--- config.mk ---
export PLATFORM = sky130hd
export DESIGN_NAME = mem_stage_wbuf_flat
export DESIGN_NICKNAME = d
export VERILOG_FILES = /design/src/rtl/mem_pkg.sv /design/src/rtl/mem_stage_wbuf_if.sv /design/src/rtl/mem_wbuf_fifo.sv /design/src/rtl/mem_stage_wbuf.sv /design/src/flat_wrapper.sv
export SDC_FILE = /design/constraint.sdc
export NUM_CORES = 1
export LEC_CHECK = 0
export ABC_CLOCK_PERIOD_IN_PS = 9500
export CAP_MARGIN = 20
export CORE_MARGIN = 4
export CORE_UTILIZATION = 25
export DETAILED_ROUTE_END_ITERATION = 16
export PLACE_DENSITY_LB_ADDON = 0.05
export SKIP_CTS_REPAIR_TIMING = 1
export SYNTH_ARGS = -nofsm -noshare
export SYNTH_HDL_FRONTEND = slang
export SYNTH_SLANG_ARGS = --single-unit
--- constraint.sdc ---
create_clock -name clock -period 9.5 [get_ports clock]
set_clock_uncertainty 0.1 [all_clocks]
set_input_delay 2.85 -clock clock [delete_from_list [all_inputs] [get_ports clock]]
set_output_delay 2.85 -clock clock [all_outputs]
set_load 0.05 [all_outputs]
--- src/rtl/mem_pkg.sv ---
// Shared MEM-stage definitions: opcodes, exec state code, miss FSM states, opcode slice.
`ifndef EXEC
`define EXEC 1'b1
`endif

package mem_pkg;

    localparam logic [4:0] NOP   = 5'b00000;
    localparam logic [4:0] LOAD  = 5'b10000;
    localparam logic [4:0] STORE = 5'b10001;

    typedef enum logic [1:0] {
        IDLE  = 2'd0,
        MREQ  = 2'd1,
        MWAIT = 2'd2
    } fsm_t;

    // The opcode is the top five bits of an ir_w-bit instruction, passed zero-extended.
    function automatic logic [4:0] opcode_of(input logic [31:0] ir, input int ir_w);
        return ir[ir_w-1 -: 5];
    endfunction

endpackage

--- src/rtl/mem_stage_wbuf_if.sv ---
// Data-memory bus between the MEM stage (master) and data memory (slave).
interface mem_stage_wbuf_if #(
    parameter int DATA_W = 16,
    parameter int ADDR_W = 16
);
    logic              d_req;
    logic              d_we;
    logic [ADDR_W-1:0] d_addr;
    logic [DATA_W-1:0] d_wdata;
    logic              d_gnt;
    logic              d_rvalid;
    logic [DATA_W-1:0] d_rdata;

    modport master (
        output d_req, d_we, d_addr, d_wdata,
        input  d_gnt, d_rvalid, d_rdata
    );

    modport slave (
        input  d_req, d_we, d_addr, d_wdata,
        output d_gnt, d_rvalid, d_rdata
    );
endinterface

--- src/rtl/mem_wbuf_fifo.sv ---
// Store write buffer: circular FIFO of {addr,data} with per-slot address match and youngest-match data.
// Push is ignored when full and pop when empty, so count stays within 0..DEPTH.
module mem_wbuf_fifo #(
    parameter int DATA_W = 16,
    parameter int ADDR_W = 16,
    parameter int DEPTH  = 4,
    localparam int PW    = $clog2(DEPTH),
    localparam int CW    = PW + 1
) (
    input  logic              clock,
    input  logic              reset,
    input  logic              push,
    input  logic              pop,
    input  logic [ADDR_W-1:0] push_addr,
    input  logic [DATA_W-1:0] push_data,
    input  logic [ADDR_W-1:0] lookup_addr,
    output logic              full,
    output logic              empty,
    output logic [CW-1:0]     count,
    output logic [ADDR_W-1:0] head_addr,
    output logic [DATA_W-1:0] head_data,
    output logic [DEPTH-1:0]  match,
    output logic [DATA_W-1:0] fwd_data
);
    logic [ADDR_W-1:0] addr_q [DEPTH];
    logic [ADDR_W-1:0] addr_d [DEPTH];
    logic [DATA_W-1:0] data_q [DEPTH];
    logic [DATA_W-1:0] data_d [DEPTH];
    logic [PW-1:0]     rd_ptr_q, rd_ptr_d, wr_ptr_q, wr_ptr_d;
    logic [CW-1:0]     cnt_q, cnt_d;
    logic              do_push, do_pop;

    assign full      = (cnt_q == CW'(DEPTH));
    assign empty     = (cnt_q == '0);
    assign count     = cnt_q;
    assign head_addr = addr_q[rd_ptr_q];
    assign head_data = data_q[rd_ptr_q];
    assign do_push   = push && !full;
    assign do_pop    = pop && !empty;

    always_comb begin
        addr_d   = addr_q;
        data_d   = data_q;
        rd_ptr_d = rd_ptr_q;
        wr_ptr_d = wr_ptr_q;
        cnt_d    = cnt_q;
        if (do_push) begin
            addr_d[wr_ptr_q] = push_addr;
            data_d[wr_ptr_q] = push_data;
            wr_ptr_d         = wr_ptr_q + 1'b1;
        end
        if (do_pop) begin
            rd_ptr_d = rd_ptr_q + 1'b1;
        end
        cnt_d = cnt_q + CW'(do_push) - CW'(do_pop);
    end

    // Walk slots oldest to youngest so the last match seen is the youngest one.
    always_comb begin
        logic [PW-1:0] idx;
        logic [PW-1:0] age;
        match    = '0;
        fwd_data = '0;
        for (int i = 0; i < DEPTH; i++) begin
            age      = PW'(i) - rd_ptr_q;
            match[i] = (CW'(age) < cnt_q) && (addr_q[i] == lookup_addr);
        end
        for (int k = 0; k < DEPTH; k++) begin
            idx = rd_ptr_q + PW'(k);
            if ((CW'(k) < cnt_q) && (addr_q[idx] == lookup_addr)) begin
                fwd_data = data_q[idx];
            end
        end
    end

    always_ff @(posedge clock or negedge reset) begin
        if (!reset) begin
            for (int i = 0; i < DEPTH; i++) begin
                addr_q[i] <= '0;
                data_q[i] <= '0;
            end
            rd_ptr_q <= '0;
            wr_ptr_q <= '0;
            cnt_q    <= '0;
        end else begin
            addr_q   <= addr_d;
            data_q   <= data_d;
            rd_ptr_q <= rd_ptr_d;
            wr_ptr_q <= wr_ptr_d;
            cnt_q    <= cnt_d;
        end
    end
endmodule

--- src/rtl/mem_stage_wbuf.sv ---
// MEM pipeline stage with store write buffer and cache-miss load FSM; optional store-to-load forwarding via MEM_STORE_FWD_EN.
// Stall is combinational: asserted while a miss is launched/outstanding, a store meets a full buffer, or (no forwarding) a load hits the buffer.
module mem_stage_wbuf import mem_pkg::*; #(
    parameter int DATA_W     = 16,
    parameter int ADDR_W     = 16,
    parameter int IR_W       = 16,
    parameter int WBUF_DEPTH = 4,
    localparam int CW        = $clog2(WBUF_DEPTH) + 1
) (
    input  logic              clock,
    input  logic              reset,
    input  logic              state,
    input  logic [IR_W-1:0]   mem_ir,
    input  logic [DATA_W-1:0] reg_C,
    input  logic [DATA_W-1:0] smdr1,
    input  logic              hit,
    input  logic [DATA_W-1:0] cache_out,
    mem_stage_wbuf_if.master  dbus,
    output logic [IR_W-1:0]   wb_ir,
    output logic [DATA_W-1:0] reg_C1,
    output logic              stall,
    output logic [CW-1:0]     wbuf_cnt
);
    fsm_t              fsm_q, fsm_d;
    logic [IR_W-1:0]   wb_ir_q, wb_ir_d;
    logic [DATA_W-1:0] reg_c1_q, reg_c1_d;

    logic              exec_en, is_load, is_store;
    logic [4:0]        op;
    logic [ADDR_W-1:0] addr;
    logic              full, empty, any_match;
    logic [ADDR_W-1:0] head_addr;
    logic [DATA_W-1:0] head_data, fwd_data;
    logic [WBUF_DEPTH-1:0] match;
    logic              miss_launch, raw_block, fwd_take, store_full, push, pop;

    assign exec_en   = (state == `EXEC);
    assign op        = opcode_of(32'(mem_ir), IR_W);
    assign is_load   = (op == LOAD);
    assign is_store  = (op == STORE);
    assign addr      = reg_C[ADDR_W-1:0];
    assign any_match = |match;

    assign push = exec_en && is_store && (fsm_q == IDLE) && !full;
    assign pop  = dbus.d_req && dbus.d_we && dbus.d_gnt;

    mem_wbuf_fifo #(
        .DATA_W (DATA_W),
        .ADDR_W (ADDR_W),
        .DEPTH  (WBUF_DEPTH)
    ) u_wbuf (
        .clock       (clock),
        .reset       (reset),
        .push        (push),
        .pop         (pop),
        .push_addr   (addr),
        .push_data   (smdr1),
        .lookup_addr (addr),
        .full        (full),
        .empty       (empty),
        .count       (wbuf_cnt),
        .head_addr   (head_addr),
        .head_data   (head_data),
        .match       (match),
        .fwd_data    (fwd_data)
    );

    always_ff @(posedge clock or negedge reset) begin
        if (!reset) begin
            fsm_q    <= IDLE;
            wb_ir_q  <= '0;
            reg_c1_q <= '0;
        end else begin
            fsm_q    <= fsm_d;
            wb_ir_q  <= wb_ir_d;
            reg_c1_q <= reg_c1_d;
        end
    end

    always_comb begin
        fsm_d = fsm_q;
        if (exec_en) begin
            case (fsm_q)
                IDLE:    if (miss_launch)   fsm_d = MREQ;
                MREQ:    if (dbus.d_gnt)    fsm_d = MWAIT;
                MWAIT:   if (dbus.d_rvalid) fsm_d = IDLE;
                default: fsm_d = IDLE;
            endcase
        end
    end

    // A load that matches the buffer never launches a miss: it either forwards or waits for the drain.
    always_comb begin
        miss_launch  = 1'b0;
        raw_block    = 1'b0;
        fwd_take     = 1'b0;
        dbus.d_req   = 1'b0;
        dbus.d_we    = 1'b0;
        dbus.d_addr  = '0;
        dbus.d_wdata = '0;
        if (fsm_q == IDLE && is_load) begin
`ifdef MEM_STORE_FWD_EN
            fwd_take    = any_match;
`else
            raw_block   = any_match;
`endif
            miss_launch = !any_match && !hit;
        end
        store_full = is_store && full && (fsm_q == IDLE);
        stall      = (fsm_q != IDLE) || miss_launch || store_full || raw_block;
        if (exec_en) begin
            if (fsm_q == MREQ) begin
                dbus.d_req  = 1'b1;
                dbus.d_addr = addr;
            end else if (fsm_q == IDLE && !miss_launch && !empty) begin
                dbus.d_req   = 1'b1;
                dbus.d_we    = 1'b1;
                dbus.d_addr  = head_addr;
                dbus.d_wdata = head_data;
            end
        end
    end

    always_comb begin
        wb_ir_d  = wb_ir_q;
        reg_c1_d = reg_c1_q;
        if (exec_en) begin
            if (fsm_q == MWAIT && dbus.d_rvalid) begin
                wb_ir_d  = mem_ir;
                reg_c1_d = dbus.d_rdata;
            end else if (stall) begin
                wb_ir_d  = '0;
            end else begin
                wb_ir_d = mem_ir;
                if (fwd_take)     reg_c1_d = fwd_data;
                else if (is_load) reg_c1_d = cache_out;
                else              reg_c1_d = reg_C;
            end
        end
    end

    assign wb_ir  = wb_ir_q;
    assign reg_C1 = reg_c1_q;
endmodule

--- src/flat_wrapper.sv ---
// flat-port wrapper written by rule: the top's interface ports become plain ports
module mem_stage_wbuf_flat import mem_pkg::*;
#(
    parameter int DATA_W     = 16,
    parameter int ADDR_W     = 16,
    parameter int IR_W       = 16,
    parameter int WBUF_DEPTH = 4,
    localparam int CW        = $clog2(WBUF_DEPTH) + 1
)
  (clock, reset, state, mem_ir, reg_C, smdr1, hit, cache_out, wb_ir, reg_C1, stall, wbuf_cnt, dbus_d_req, dbus_d_we, dbus_d_addr, dbus_d_wdata, dbus_d_gnt, dbus_d_rvalid, dbus_d_rdata);
  mem_stage_wbuf_if #(.DATA_W(DATA_W), .ADDR_W(ADDR_W)) dbus_i ();
  input  logic clock;
  input  logic reset;
  input  logic state;
  input  logic [IR_W-1:0] mem_ir;
  input  logic [DATA_W-1:0] reg_C;
  input  logic [DATA_W-1:0] smdr1;
  input  logic hit;
  input  logic [DATA_W-1:0] cache_out;
  output logic [IR_W-1:0] wb_ir;
  output logic [DATA_W-1:0] reg_C1;
  output logic stall;
  output logic [CW-1:0] wbuf_cnt;
  output wire logic [$bits(dbus_i.d_req)-1:0] dbus_d_req;
  output wire logic [$bits(dbus_i.d_we)-1:0] dbus_d_we;
  output wire logic [$bits(dbus_i.d_addr)-1:0] dbus_d_addr;
  output wire logic [$bits(dbus_i.d_wdata)-1:0] dbus_d_wdata;
  input wire logic [$bits(dbus_i.d_gnt)-1:0] dbus_d_gnt;
  input wire logic [$bits(dbus_i.d_rvalid)-1:0] dbus_d_rvalid;
  input wire logic [$bits(dbus_i.d_rdata)-1:0] dbus_d_rdata;
  assign dbus_d_req = dbus_i.d_req;
  assign dbus_d_we = dbus_i.d_we;
  assign dbus_d_addr = dbus_i.d_addr;
  assign dbus_d_wdata = dbus_i.d_wdata;
  assign dbus_i.d_gnt = dbus_d_gnt;
  assign dbus_i.d_rvalid = dbus_d_rvalid;
  assign dbus_i.d_rdata = dbus_d_rdata;
  mem_stage_wbuf #(.DATA_W(DATA_W), .ADDR_W(ADDR_W), .IR_W(IR_W), .WBUF_DEPTH(WBUF_DEPTH)) u_core (.clock(clock), .reset(reset), .state(state), .mem_ir(mem_ir), .reg_C(reg_C), .smdr1(smdr1), .hit(hit), .cache_out(cache_out), .dbus(dbus_i), .wb_ir(wb_ir), .reg_C1(reg_C1), .stall(stall), .wbuf_cnt(wbuf_cnt));
endmodule
After elaboration in Yosys (flattened, before gate mapping). Cells that the tools add are included.

Word-level logic and storage cells: 109. Input bits: 86. Register bits after elaboration: 169. Output and inout port bits: 70.

Reduce and logical (&&, ||, !) cells: 33. Equality and inequality tests: 13. $add $sub $neg: 8. Mux-type cells: 32. Bitwise logic cells: 2. Magnitude comparators: 7.

Operators by type and width (count): 2-to-1 mux 16 bit (16); bitwise mux 64 bit (2); binary-select mux 16 bit (select 2 bit) (2); equality test 16 bit (4); demux 16 bit (select 2 bit) (1); logical AND 1 bit (19); < comparator 2 x 3 -> 1 bit (4); equality test 5 bit (second input constant) (2); 2-to-1 mux 1 bit (7); >= comparator 3 bit (second input constant) (2); 2-to-1 mux 2 bit (3); NOT 2 -> 3 bit (2); one-hot mux 2 bit (3 select lines) (1); logical NOT 1 bit (5); adder 2 x 1 -> 2 bit (second input constant) (2); != test 2 x 1 -> 1 bit (second input constant) (2); != test 2 bit (second input constant) (2); AND reduction 4 bit (1); OR reduction 4 bit (1); subtractor 1 x 2 -> 2 bit (first input constant) (2); subtractor 2 bit (first input constant) (2); adder 3 x 1 -> 3 bit (1); equality test 3 bit (second input constant) (1); logical NOT 3 bit (1); 8 further kinds (10).

Longest topological paths before layout. Gate-level depths: netlist of the first run.

Depth after elaboration: 17. Mapped depth: 15. Mapped depth without buffers: 13.

Cells and area by module. Synthesis of the first run repeated with hierarchy kept, for this count alone.

Cells, all modules: 1139. Area, all modules: 12630.9 um^2.

By module, submodules not included: mem_wbuf_fifo (cells an instance 931, times used 1, area an instance 10465.0 um^2, sequential area each 3378.2 um^2); mem_stage_wbuf (cells an instance 208, times used 1, area an instance 2165.8 um^2, sequential area each 850.8 um^2).

Worst setup path after synthesis of the first run. Ideal clock, no wire load.

Path kind: input to output. From: in reg_C[4]. To: out dbus_d_addr[0]. Arrival time: 5.414 ns. Path buffers: 2. Slack: 1.136 ns. Cell stages on the path: 9. Required time: 6.550 ns. Path through: buf_2 -> xor2_1 -> nor4_1 -> nand4_1 -> o22a_1 -> a31oi_1 -> nand3_1 -> clkbuf_1 -> o21ai_0.

Longest elaborated chain between the ends: 12. Elaborated cells on any way between the ends: 18. Those cells by class: 4 x eq/ne; 4 x mux; 10 x reduce/logical.

Ends and longest elaborated chain: from (decl) (RTL line flat_wrapper.sv:16) `input logic [DATA_W-1:0] reg_C;`; equality test 16 bit (RTL line mem_wbuf_fifo.sv:66) `match[i] = (CW'(age) < cnt_q) && (addr_q[i] == lookup_addr);`; logical AND 1 bit (RTL line mem_wbuf_fifo.sv:66); OR reduction 4 bit (*) (RTL line mem_stage_wbuf.sv:42) `assign any_match = |match;`; logical NOT 1 bit (*) (RTL line mem_stage_wbuf.sv:107) `miss_launch = !any_match && !hit;`; logical AND 1 bit (*) (RTL line mem_stage_wbuf.sv:107); 2-to-1 mux 1 bit (*) (RTL line mem_stage_wbuf.sv:101) `if (fsm_q == IDLE && is_load) begin`; logical NOT 1 bit (*) (RTL line mem_stage_wbuf.sv:115) `end else if (fsm_q == IDLE && !miss_launch && !empty) begin`; logical AND 1 bit (*) (2 in a row) (RTL line mem_stage_wbuf.sv:115); 2-to-1 mux 16 bit (*) (RTL line mem_stage_wbuf.sv:115); 2-to-1 mux 16 bit (*) (RTL line mem_stage_wbuf.sv:112) `if (fsm_q == MREQ) begin`; 2-to-1 mux 16 bit (*) (RTL line mem_stage_wbuf.sv:111) `if (exec_en) begin`; to (decl) (RTL line flat_wrapper.sv:26) `output wire logic [$bits(dbus_i.d_addr)-1:0] dbus_d_addr;`.

Mark *: on every way between the ends. The rest lies on a longest branch, timed or not.

Final worst setup path of the first run.
From: in reg_C[6]. To: out dbus_d_addr[0].

Same word-level chain as after synthesis.

==> summary.md, run 1 <==
| Metric | Value |
|---|---|
| Maximum number of pins on one net before global-route repair | 91 |
| Fin cells | 1319 |
| Number of synthesized flops with an enable pin | 0 |
| Cell chain of the critical path | clkdlybuf4s50_1 > xor2_1 > nor4_1 > nand4_1 > o22a_1 > a31oi_1 > nand3_2 > buf_4 > o21ai_0 > buf_12 |
| Rows | 68 |
| Proportion of power drawn by the clock network | 29.2% |
| CP Launch Type | input port |
| Count of max-cap constraint violations | 0 |
| Clock period minus final worst setup slack | 8.943 ns |
| Measured slew at the worst slew-check pin | 0.9033 ns |
| Initial DRC count | 146 |
| Portion of the clock cycle consumed by the worst path in the final layout | 94.13% |
| Most frequent cells in the layout | dfrtp_1, mux2_2, clkdlybuf4s50_1 |
| Worst-case clock buffer depth | 2 |
| Port Buffers | 155 |
| Register-to-register setup slack | 5.65 ns |
| Nature of the critical path endpoint | output pin |
| Final setup violation count | 0 |
| GRT Overall Usage | 14.47% |
| CTS Root Cell | clkbuf_16 |
| H-tree levels | 4 |
| CP max stage cell | clkdlybuf4s50_1 |
| Required time at the worst-slack endpoint | 6.55 ns |
| Post-synthesis sequential element count | 169 |
| Final sum of negative setup slack | 0 ns |
| Register share of total power | 35.3% |
| Syn Area/Cell | 12.62 sq um |
| Die height | 196.3 um |
| Minimum setup slack after placement | 0.4674 ns |
| Initial antenna violation count | 0 |
| Later-pin clock latency in the skew report | 0.44 ns |
| Total CTS buffers | 17 |
| Count of nets after finishing | 948 |
| Sequential-to-total area share from yosys stat | 47.69% |
| Total power consumption of the routed design | 2.632 mW |
| Routed WL per cell | 20.93 um |
| Worst path top cell family by delay | buffers and inverters |
| P_sw | 926.0 uW |
| Slew Limit Headroom | 39.78% |
| Run status | completed |
| TritonRoute pass-1 iters | 4 |
| Launching point of the worst reg2reg path | u_core.u_wbuf.rd_ptr_q[0] |
| Total nets after synthesis | 800 |
| Sw Share | 35.18% |
| Internal Dissipation | 1.706 mW |
| Final worst slack | 0.5574 ns |
| Full die area | 0.03855 sq mm |
| Most instantiated flip-flop cell in the synthesis netlist | dfrtp_1 |
| Cell total after placement | 1286 |
| Total wirelength of the detailed-routed design | 27600 um |
| Sum of buffers and inverters on the critical path | 3 |
| Via count of the first global-routing pass | 6725 |
| Leak | 5.334 nW |
| First-pass GRT wire length | 42530 um |
| Overflow left after global routing | 0 |
| Max-slew violation total from the final report | 0 |
| Die span in x | 196.3 um |
| Power density over cell area | 224.2 mW/mm^2 |
| Worst hold path endpoint | u_core.u_wbuf.data_q[9] |
| Hold violation count in the final report | 0 |
| R2R cell count | 13 |
| Total vias in the final route | 6039 |
| Fraction of layout instances using a drive strength above 1 | 31.71% |
| Area of the core | 0.03480 sq mm |
| TritonCTS clock tree | done |
| VDD IR max | 0.1242 mV |
| Max Fclk | 0.1118 GHz |
| Synth cell types | 40 |
| Ys async rst share | 100.0% |
| Number of instances in the synthesized netlist | 703 |
| Type of the tightest min-delay check | register to register |
| Half-perimeter wire length of the detailed placement result | 18980 um |
| Maximum fanout count along the critical path | 19 |
| Number of warnings printed during yosys synthesis | 0 |
| Setup repair after global routing missed its margin | false |
| CP Class | input port to output pin |
| Reg2Reg Capture Point | u_core.u_wbuf.count[2] |
| Launch point of the worst hold path | u_core.u_wbuf.data_q[9] |
| Area growth, synth to finish | 32.38% |
| Antenna diodes | 0 |
| CP max stage delay | 0.69 ns |
| Cell area after synthesis | 0.008869 sq mm |
| Cell depth of the worst hold path | 1 |
| Signal arrival time at the worst endpoint | 5.99 ns |
| Combinational share of power | 35.4% |
| Clock tree sinks | 169 |
| Number of top-level pins | 156 |
| Drc violations | 0 |
| Most common cell after layout, fill and taps aside | dfrtp_1 |
| Initial Util | 25.49% |
| Clock slew seen by the registers of the worst setup and hold paths | 0.06 ns |
| Ratio of routed vias to standard cells | 4.578 |
| Count of nets left with antenna violations after detail routing | 0 |
| Global placer's final weighted congestion | 0.7721 |
layer usage:
metal | global-route usage [%] | up-vias | wire length (um)
li1 | - | 2772 | -
met1 | 19.66 | 3120 | 13020
met2 | 23.81 | 131 | 13170
met3 | 3.470 | 16 | 1193
met4 | 2.819 | 0 | 223
met5 | 0 | - | 0
power by group through the flow:
stage               Clock (mW)  Combinational (mW)  Sequential (mW)
CTS                      0.797               0.956            0.930
finish                   0.769               0.933            0.930
global placement             0               0.946            0.934
floorplan                    0               0.525             1.01
detailed placement           0               0.952            0.944
global route             0.822                1.01            0.947
state kept, by name, summed over array words and instances (netlist names):
register                count
u_core.u_wbuf.addr_q       64
u_core.u_wbuf.data_q       64
u_core.reg_C1              16
u_core.wb_ir               16
u_core.u_wbuf.count         3
u_core.fsm_q                2
u_core.u_wbuf.rd_ptr_q      2
u_core.u_wbuf.wr_ptr_q      2
Yosys cell counts, drive strengths merged, types with 13 or more instances:
| library cell | n | share of area [%] |
|---|---|---|
| xnor2 | 20 | 2.0 |
| mux4 | 32 | 8.1 |
| xor2 | 50 | 4.9 |
| nor4 | 13 | 0.92 |
| clkbuf | 15 | 0.63 |
| buf | 37 | 2.8 |
| o21ai | 22 | 1.2 |
| inv | 27 | 1.1 |
| nor2 | 23 | 0.97 |
| nor2b | 17 | 1.2 |
| a31oi | 17 | 1.2 |
| nand2 | 57 | 2.4 |
| a22o | 17 | 1.7 |
| mux2 | 144 | 19 |
| dfrtp | 169 | 48 |
final cells by class:
type	count	area [sq um]
well taps	455	569.3
flip-flops and latches	169	4232
clock inverters	13	190.2
multi-input cells	455	4262
repair buffers	181	1943
fillers	3448	23060
clock buffers	19	442.9
inverters	27	101.3
worst max-delay path by stage:
stage	cells past startpoint	start	end	slack [ns]
after floorplan	9	reg_C[4]	dbus_d_addr[0]	1.14
after global placement	11	reg_C[3]	dbus_d_addr[12]	0.57
after detailed placement	11	reg_C[3]	dbus_d_addr[12]	0.47
after CTS	11	reg_C[3]	dbus_d_addr[12]	0.46
after global routing	11	reg_C[3]	dbus_d_addr[14]	0.26
final	10	reg_C[6]	dbus_d_addr[0]	0.56
logic make-up (layout without fill, tap and decap cells):
family | count (synthesis) | in the layout | synth area share (%)
multiplexers | 176 | 176 | 27.00
flip-flops | 169 | 169 | 47.69
AND/OR/NAND/NOR | 133 | 133 | 7.238
buffers and inverters | 79 | 240 | 4.557
XOR/XNOR | 70 | 70 | 6.913
AO/OA/AOI/OAI | 65 | 65 | 4.966
adder cells (fa/ha/maj) | 11 | 11 | 1.637
metrics by stage:
step	util [%]	cell area (sq um)	hold slack, ns
floorplan	-	8869	0.3739
global placement	31.61	11000	0.3811
detailed placement	31.84	11080	0.3915
CTS	33.66	11710	0.4068
global route	33.74	11740	0.4158
finish	33.74	11740	0.3998
Power figures use the tool's default switching activity.
==> run 2, diff against run 1 <==
--- a/config.mk
+++ b/config.mk
@@ -6,12 +6,11 @@
 export NUM_CORES = 1
 export LEC_CHECK = 0
 export ABC_CLOCK_PERIOD_IN_PS = 9500
-export CAP_MARGIN = 20
+export CAP_MARGIN = 10
 export CORE_MARGIN = 4
-export CORE_UTILIZATION = 25
+export CORE_UTILIZATION = 55
 export DETAILED_ROUTE_END_ITERATION = 16
 export PLACE_DENSITY_LB_ADDON = 0.05
-export SKIP_CTS_REPAIR_TIMING = 1
 export SYNTH_ARGS = -nofsm -noshare
 export SYNTH_HDL_FRONTEND = slang
 export SYNTH_SLANG_ARGS = --single-unit
==> summary.md, run 2 (synthesis results as in run 1) <==
| Metric | Value |
|---|---|
| Run status | completed |
| Utilization of the core after routing | 72.70% (+39 points) |
| Via count of the first global-routing pass | 6492 (-3.5%) |
| Max Fclk | 0.1123 GHz (+0.41%) |
| Initial DRC count | 461 (+220%) |
| GRT Overall Usage | 24.99% (+11 points) |
| Port Buffers | 155 (unchanged) |
| CTS Root Cell | clkbuf_16 |
| CP Launch Type | input port |
| Die span in x | 135.0 um (-31%) |
| Reg2Reg Capture Point | u_core.u_wbuf.count[2] |
| Required time at the worst-slack endpoint | 6.55 ns (about the same) |
| GR Util met3 | 5.253% (+1.8 points) |
| Final setup violation count | 0 (unchanged) |
| Antenna diodes | 0 (unchanged) |
| Power density over cell area | 230.5 mW/mm^2 (+2.8%) |
| Registers with the most flip-flops | u_core.u_wbuf.addr_q: 64 flops, u_core.u_wbuf.data_q: 64 flops |
| Clock slew seen by the registers of the worst setup and hold paths | 0.06 ns (about the same) |
| Most frequent cells in the layout | dfrtp_1, mux2_2, clkdlybuf4s50_1 |
| First-pass GRT wire length | 35580 um (-16%) |
| Setup repair after global routing missed its margin | false |
| CP max stage delay | 0.85 ns (+0.16 ns) |
| CP max stage cell | clkdlybuf4s50_1 |
| Number of setup buffers added after CTS | 0 |
| Total vias in the final route | 6108 (+1.1%) |
| Resized Gates After CTS | 0 |
| Met1 capacity usage during global routing | 33.65% (+14 points) |
| Clock tree sinks | 169 (unchanged) |
| Clock period minus final worst setup slack | 8.906 ns (-0.03699 ns) |
| R2R cell count | 13 (unchanged) |
| Area of the core | 0.01583 sq mm (-55%) |
| Hold violation count in the final report | 0 (unchanged) |
| Die height | 135.0 um (-31%) |
| Timing endpoint of the critical path | dbus_d_req |
| Initial Util | 56.03% (+31 points) |
| Measured slew at the worst slew-check pin | 1.131 ns (+0.2273 ns) |
| Register-to-register setup slack | 5.90 ns (+0.25 ns) |
| Maximum fanout count along the critical path | 10 (-9) |
| Crit path from | reg_C[3] |
| Total wirelength of the detailed-routed design | 22180 um (-20%) |
| Portion of the clock cycle consumed by the worst path in the final layout | 93.74% (-0.39 points) |
| VDD IR max | 0.1572 mV (+27%) |
| Count of nets after finishing | 933 (-1.6%) |
| Most frequent cell on the critical path | clkdlybuf4s50_1 |
| CTS Hold Bufs | 0 |
| Overflow left after global routing | 0 (unchanged) |
| Cell chain of the critical path | clkdlybuf4s50_1 > xor2_1 > nor4_1 > nand4_1 > a2bb2oi_1 > a31oi_1 > nor2_1 > nor3_1 > clkdlybuf4s50_1 |
| Later-pin clock latency in the skew report | 0.42 ns (-0.02 ns) |
| Fraction of layout instances using a drive strength above 1 | 29.56% (-2.1 points) |
| Type of the tightest min-delay check | register to register |
| CP Class | input port to output pin |
| Peak-usage layer in the global routing report | met2 |
| Maximum number of pins on one net before global-route repair | 111 (+22%) |
| Area growth, synth to finish | 29.74% |
| Signal arrival time at the worst endpoint | 5.96 ns (-0.03 ns) |
| Slew Limit Headroom | 24.42% (-15 points) |
| Final sum of negative setup slack | 0 ns (unchanged) |
| Drc violations | 0 (unchanged) |
| Most common cell after layout, fill and taps aside | dfrtp_1 |
| Launching point of the worst reg2reg path | u_core.u_wbuf.rd_ptr_q[0] |
| Count of max-cap constraint violations | 0 (unchanged) |
| TritonRoute pass-1 iters | 4 (unchanged) |
| TritonCTS clock tree | done |
| Global placer's final weighted congestion | 0.8525 (+10%) |
| H-tree levels | 4 (unchanged) |
| Max-slew violation total from the final report | 0 (unchanged) |
| Initial antenna violation count | 0 (unchanged) |
| Half-perimeter wire length of the detailed placement result | 14930 um (-21%) |
| Leak | 5.293 nW (-0.77%) |
| Count of nets left with antenna violations after detail routing | 0 (unchanged) |
| Full die area | 0.01822 sq mm (-53%) |
| Nature of the critical path endpoint | output pin |
| Number of top-level pins | 156 (unchanged) |
| Rows | 46 (-32%) |
| Total CTS buffers | 17 (unchanged) |
| Worst-case clock buffer depth | 2 (unchanged) |
| Ratio of routed vias to standard cells | 5.735 (+25%) |
| Routing usage on met2 | 41.52% (+18 points) |
| Routed WL per cell | 20.82 um (-0.50%) |
## run 2: how the worst min path moves through the flow
stage / from / to / slack, ns / cells after the start
global route: u_core.u_wbuf.data_q[30] / u_core.u_wbuf.data_q[30] / 0.41 / 1
global placement: u_core.u_wbuf.data_q[16] / u_core.u_wbuf.data_q[16] / 0.38 / 1
detailed placement: u_core.u_wbuf.data_q[30] / u_core.u_wbuf.data_q[30] / 0.39 / 1
finish: u_core.u_wbuf.data_q[30] / u_core.u_wbuf.data_q[30] / 0.40 / 1
floorplan: u_core.u_wbuf.data_q[16] / u_core.u_wbuf.data_q[16] / 0.37 / 1
CTS: u_core.u_wbuf.data_q[30] / u_core.u_wbuf.data_q[30] / 0.40 / 1
## run 2: worst max-delay path: cells and delay by family
family,cells,cell delay [ns]
AOI/OAI and AO/OA,2,0.43
xor gates and xnor gates,1,0.26
buffers and inverters,2,1.48
and+or+nand+nor,4,0.94
## run 2: metrics by stage
stage	total power [mW]	hold WS (ns)	worst slack, ns	cells	area [sq um]
6_report	2.652	0.4002	0.5944	1065	11510
2_1_floorplan	1.536	0.3739	1.136	703	8869
4_1_cts	2.673	0.4019	0.5764	1065	11510
3_3_place_gp	1.847	0.3811	0.6420	1033	10820
5_1_grt	2.775	0.4112	0.3605	1065	11510
3_5_place_dp	1.870	0.3880	0.6402	1033	10820
## run 2: per-layer routing
metal | up-vias | wire [um]
li1 | 2755 | -
met1 | 3125 | 9674
met2 | 202 | 10860
met3 | 26 | 1284
met4 | 0 | 363
met5 | - | 0
## run 2: cell type report
class	count	area, sq um
clock buffer	21	470.5
clock inverter	11	215.2
fill	1063	4322
inverter	27	101.3
multi-input combinational	455	4240
sequential	169	4230
tap	216	270.3
timing repair buffer	166	1978
## run 2: where the power goes
group / leakage (nW) / internal (mW) / switching [mW]
clock network: 0.334 / 0.515 / 0.281
logic: 2.73 / 0.432 / 0.492
registers: 2.23 / 0.841 / 0.0907
total: 5.29 / 1.79 / 0.864
==> run 3, diff against run 2 <==
--- a/config.mk
+++ b/config.mk
@@ -10,6 +10,7 @@
 export CORE_MARGIN = 4
 export CORE_UTILIZATION = 55
 export DETAILED_ROUTE_END_ITERATION = 16
+export GPL_TIMING_DRIVEN = 0
 export PLACE_DENSITY_LB_ADDON = 0.05
 export SYNTH_ARGS = -nofsm -noshare
 export SYNTH_HDL_FRONTEND = slang
==> summary.md, run 3 (synthesis results as in run 1) <==
| Metric | Value |
|---|---|
| Run status | completed |
| CP max stage delay | 0.86 ns (about the same) |
| Worst hold path endpoint | u_core.u_wbuf.data_q[25] |
| Fraction of layout instances using a drive strength above 1 | 25.66% (-3.9 points) |
| GR Util met3 | 5.775% (+0.52 points) |
| Total vias in the final route | 6118 (+0.16%) |
| Maximum fanout count along the critical path | 10 (unchanged) |
| Fin cells | 1090 (+2.3%) |
| Setup repair after global routing missed its margin | false |
| H-tree levels | 4 (unchanged) |
| Hold violation count in the final report | 0 (unchanged) |
| Minimum hold slack | 0.4006 ns (+0.0003850 ns) |
| GRT Overall Usage | 25.02% (about the same) |
| Later-pin clock latency in the skew report | 0.43 ns (about the same) |
| Measured slew at the worst slew-check pin | 1.144 ns (+0.01303 ns) |
| Half-perimeter wire length of the detailed placement result | 15570 um (+4.3%) |
| Clock tree sinks | 169 (unchanged) |
| TritonCTS clock tree | done |
| Area growth, synth to finish | 25.82% |
| Leak | 5.187 nW (-2.0%) |
| Die span in x | 135.0 um (unchanged) |
| Clock period minus final worst setup slack | 9.323 ns (+0.4174 ns) |
| CP Launch Type | input port |
| Most frequent cells in the layout | dfrtp_1, clkdlybuf4s50_1, mux2_2 |
| Most common cell after layout, fill and taps aside | dfrtp_1 |
| Final setup violation count | 0 (unchanged) |
| Total CTS buffers | 17 (unchanged) |
| Overflow left after global routing | 0 (unchanged) |
| First-pass GRT wire length | 35330 um (-0.70%) |
| Drc violations | 0 (unchanged) |
| Max-slew violation total from the final report | 0 (unchanged) |
| Type of the tightest min-delay check | register to register |
| Port Buffers | 139 (-10%) |
| Die height | 135.0 um (unchanged) |
| Slew Limit Headroom | 23.18% (-1.2 points) |
| Rows | 46 (unchanged) |
| Cell depth of the worst hold path | 1 (unchanged) |
| Area of the core | 0.01583 sq mm (unchanged) |
| Clock slew seen by the registers of the worst setup and hold paths | 0.06 ns (about the same) |
| Launching point of the worst reg2reg path | u_core.u_wbuf.rd_ptr_q[1] |
| Cell chain of the critical path | buf_2 > xnor2_1 > nand4_1 > nor4_1 > a2bb2oi_1 > a31oi_1 > nand3_1 > clkbuf_1 > o21ai_0 > clkdlybuf4s50_1 |
| Full die area | 0.01822 sq mm (unchanged) |
| Number of top-level pins | 156 (unchanged) |
| TritonRoute pass-1 iters | 5 (+1) |
| Nature of the critical path endpoint | output pin |
| Initial DRC count | 307 (-33%) |
| Peak-usage layer in the global routing report | met2 |
| Signal arrival time at the worst endpoint | 6.37 ns (+0.41 ns) |
| Count of nets left with antenna violations after detail routing | 0 (unchanged) |
| CP Class | input port to output pin |
| Count of nets after finishing | 959 (+2.8%) |
| Routing usage on met2 | 41.11% (-0.42 points) |
| Sum of buffers and inverters on the critical path | 3 (+1) |
| Worst-case clock buffer depth | 2 (unchanged) |
| Global placer's final weighted congestion | 0.8102 (-5.0%) |
| Post-route cell area | 0.01116 sq mm (-3.0%) |
| Register-to-register setup slack | 5.48 ns (-0.42 ns) |
| Registers with the most flip-flops | u_core.u_wbuf.addr_q: 64 flops, u_core.u_wbuf.data_q: 64 flops |
| Maximum number of pins on one net before global-route repair | 119 (+7.2%) |
| Ratio of routed vias to standard cells | 5.613 (-2.1%) |
| Routed WL per cell | 20.26 um (-2.7%) |
| Met1 capacity usage during global routing | 34.08% (+0.43 points) |
| Number of setup buffers added after CTS | 0 (unchanged) |
| Cell total after placement | 1059 (+2.5%) |
| CP max stage cell | clkdlybuf4s50_1 |
| Launch point of the worst hold path | u_core.u_wbuf.data_q[25] |
| Via count of the first global-routing pass | 6444 (-0.74%) |
| Required time at the worst-slack endpoint | 6.55 ns (about the same) |
| R2R cell count | 14 (+1) |
| Total wirelength of the detailed-routed design | 22080 um (-0.42%) |
| Worst path top cell family by delay | buffers and inverters |
| Portion of the clock cycle consumed by the worst path in the final layout | 98.14% (+4.4 points) |
| Instance area after placement | 0.01056 sq mm (-2.4%) |
| Reg2Reg Capture Point | u_core.u_wbuf.count[2] |
| VDD IR max | 0.1508 mV (-4.0%) |
| Initial antenna violation count | 0 (unchanged) |
| Power density over cell area | 224.5 mW/mm^2 (-2.6%) |
| Max Fclk | 0.1073 GHz (-4.5%) |
| CTS Root Cell | clkbuf_16 |
| Initial Util | 56.03% (unchanged) |
| Count of max-cap constraint violations | 0 (unchanged) |
run 3: worst max path at each step:
stage	from	to	slack (ns)	depth (start not counted)
after floorplan	reg_C[4]	dbus_d_addr[0]	1.14	9
after global placement	reset	u_core.u_wbuf.data_q[20]	-1.24	1
after detailed placement	reg_C[4]	dbus_d_addr[15]	0.06	10
after CTS	reg_C[4]	dbus_d_addr[15]	0.05	10
after global routing	reg_C[4]	dbus_d_addr[12]	0.07	10
final	reg_C[4]	dbus_d_addr[13]	0.18	10
run 3: layout make-up:
type | instances | area (sq um)
Sequential cell | 169 | 4229
Timing Repair Buffer | 140 | 1431
Multi-Input combinational cell | 455 | 4235
Inverter | 27 | 101.3
Fill cell | 1131 | 4669
Clock buffer | 22 | 464.2
Clock inverter | 8 | 121.4
Antenna cell | 1 | 2.502
Tap cell | 216 | 270.3
Buffer | 52 | 302.8
run 3: stage by stage:
| stage | total power, mW | util (%) | TNS [ns] | worst slack (ns) |
|---|---|---|---|---|
| 2_1_floorplan | 1.536 | - | 0 | 1.136 |
| 3_3_place_gp | 1.792 | 66.53 | -206.25 | -1.238 |
| 3_5_place_dp | 1.822 | 66.74 | 0 | 0.05822 |
| 4_1_cts | 2.527 | 70.43 | 0 | 0.04508 |
| 5_1_grt | 2.626 | 70.48 | 0 | 0.06962 |
| 6_report | 2.505 | 70.50 | 0 | 0.1771 |
run 3: per-layer routing:
| layer | share of wire, % | wire length, um |
|---|---|---|
| met2 | 49 | 10840 |
| met3 | 6.3 | 1396 |
| met5 | 0 | 0 |
| met4 | 1.0 | 231 |
| met1 | 44 | 9619 |
run 3: report_power, final:
part	leakage, nW	total (mW)	switching (mW)	internal (mW)
sequential	2.23	0.931	0.0905	0.841
clock	0.286	0.698	0.275	0.424
combinational	2.67	0.876	0.483	0.393
run 3: what timing repair did:
item,4_1_cts,5_1_grt
hold buffers,0,0
gates resized for setup,0,3
setup endpoints to repair,0,3
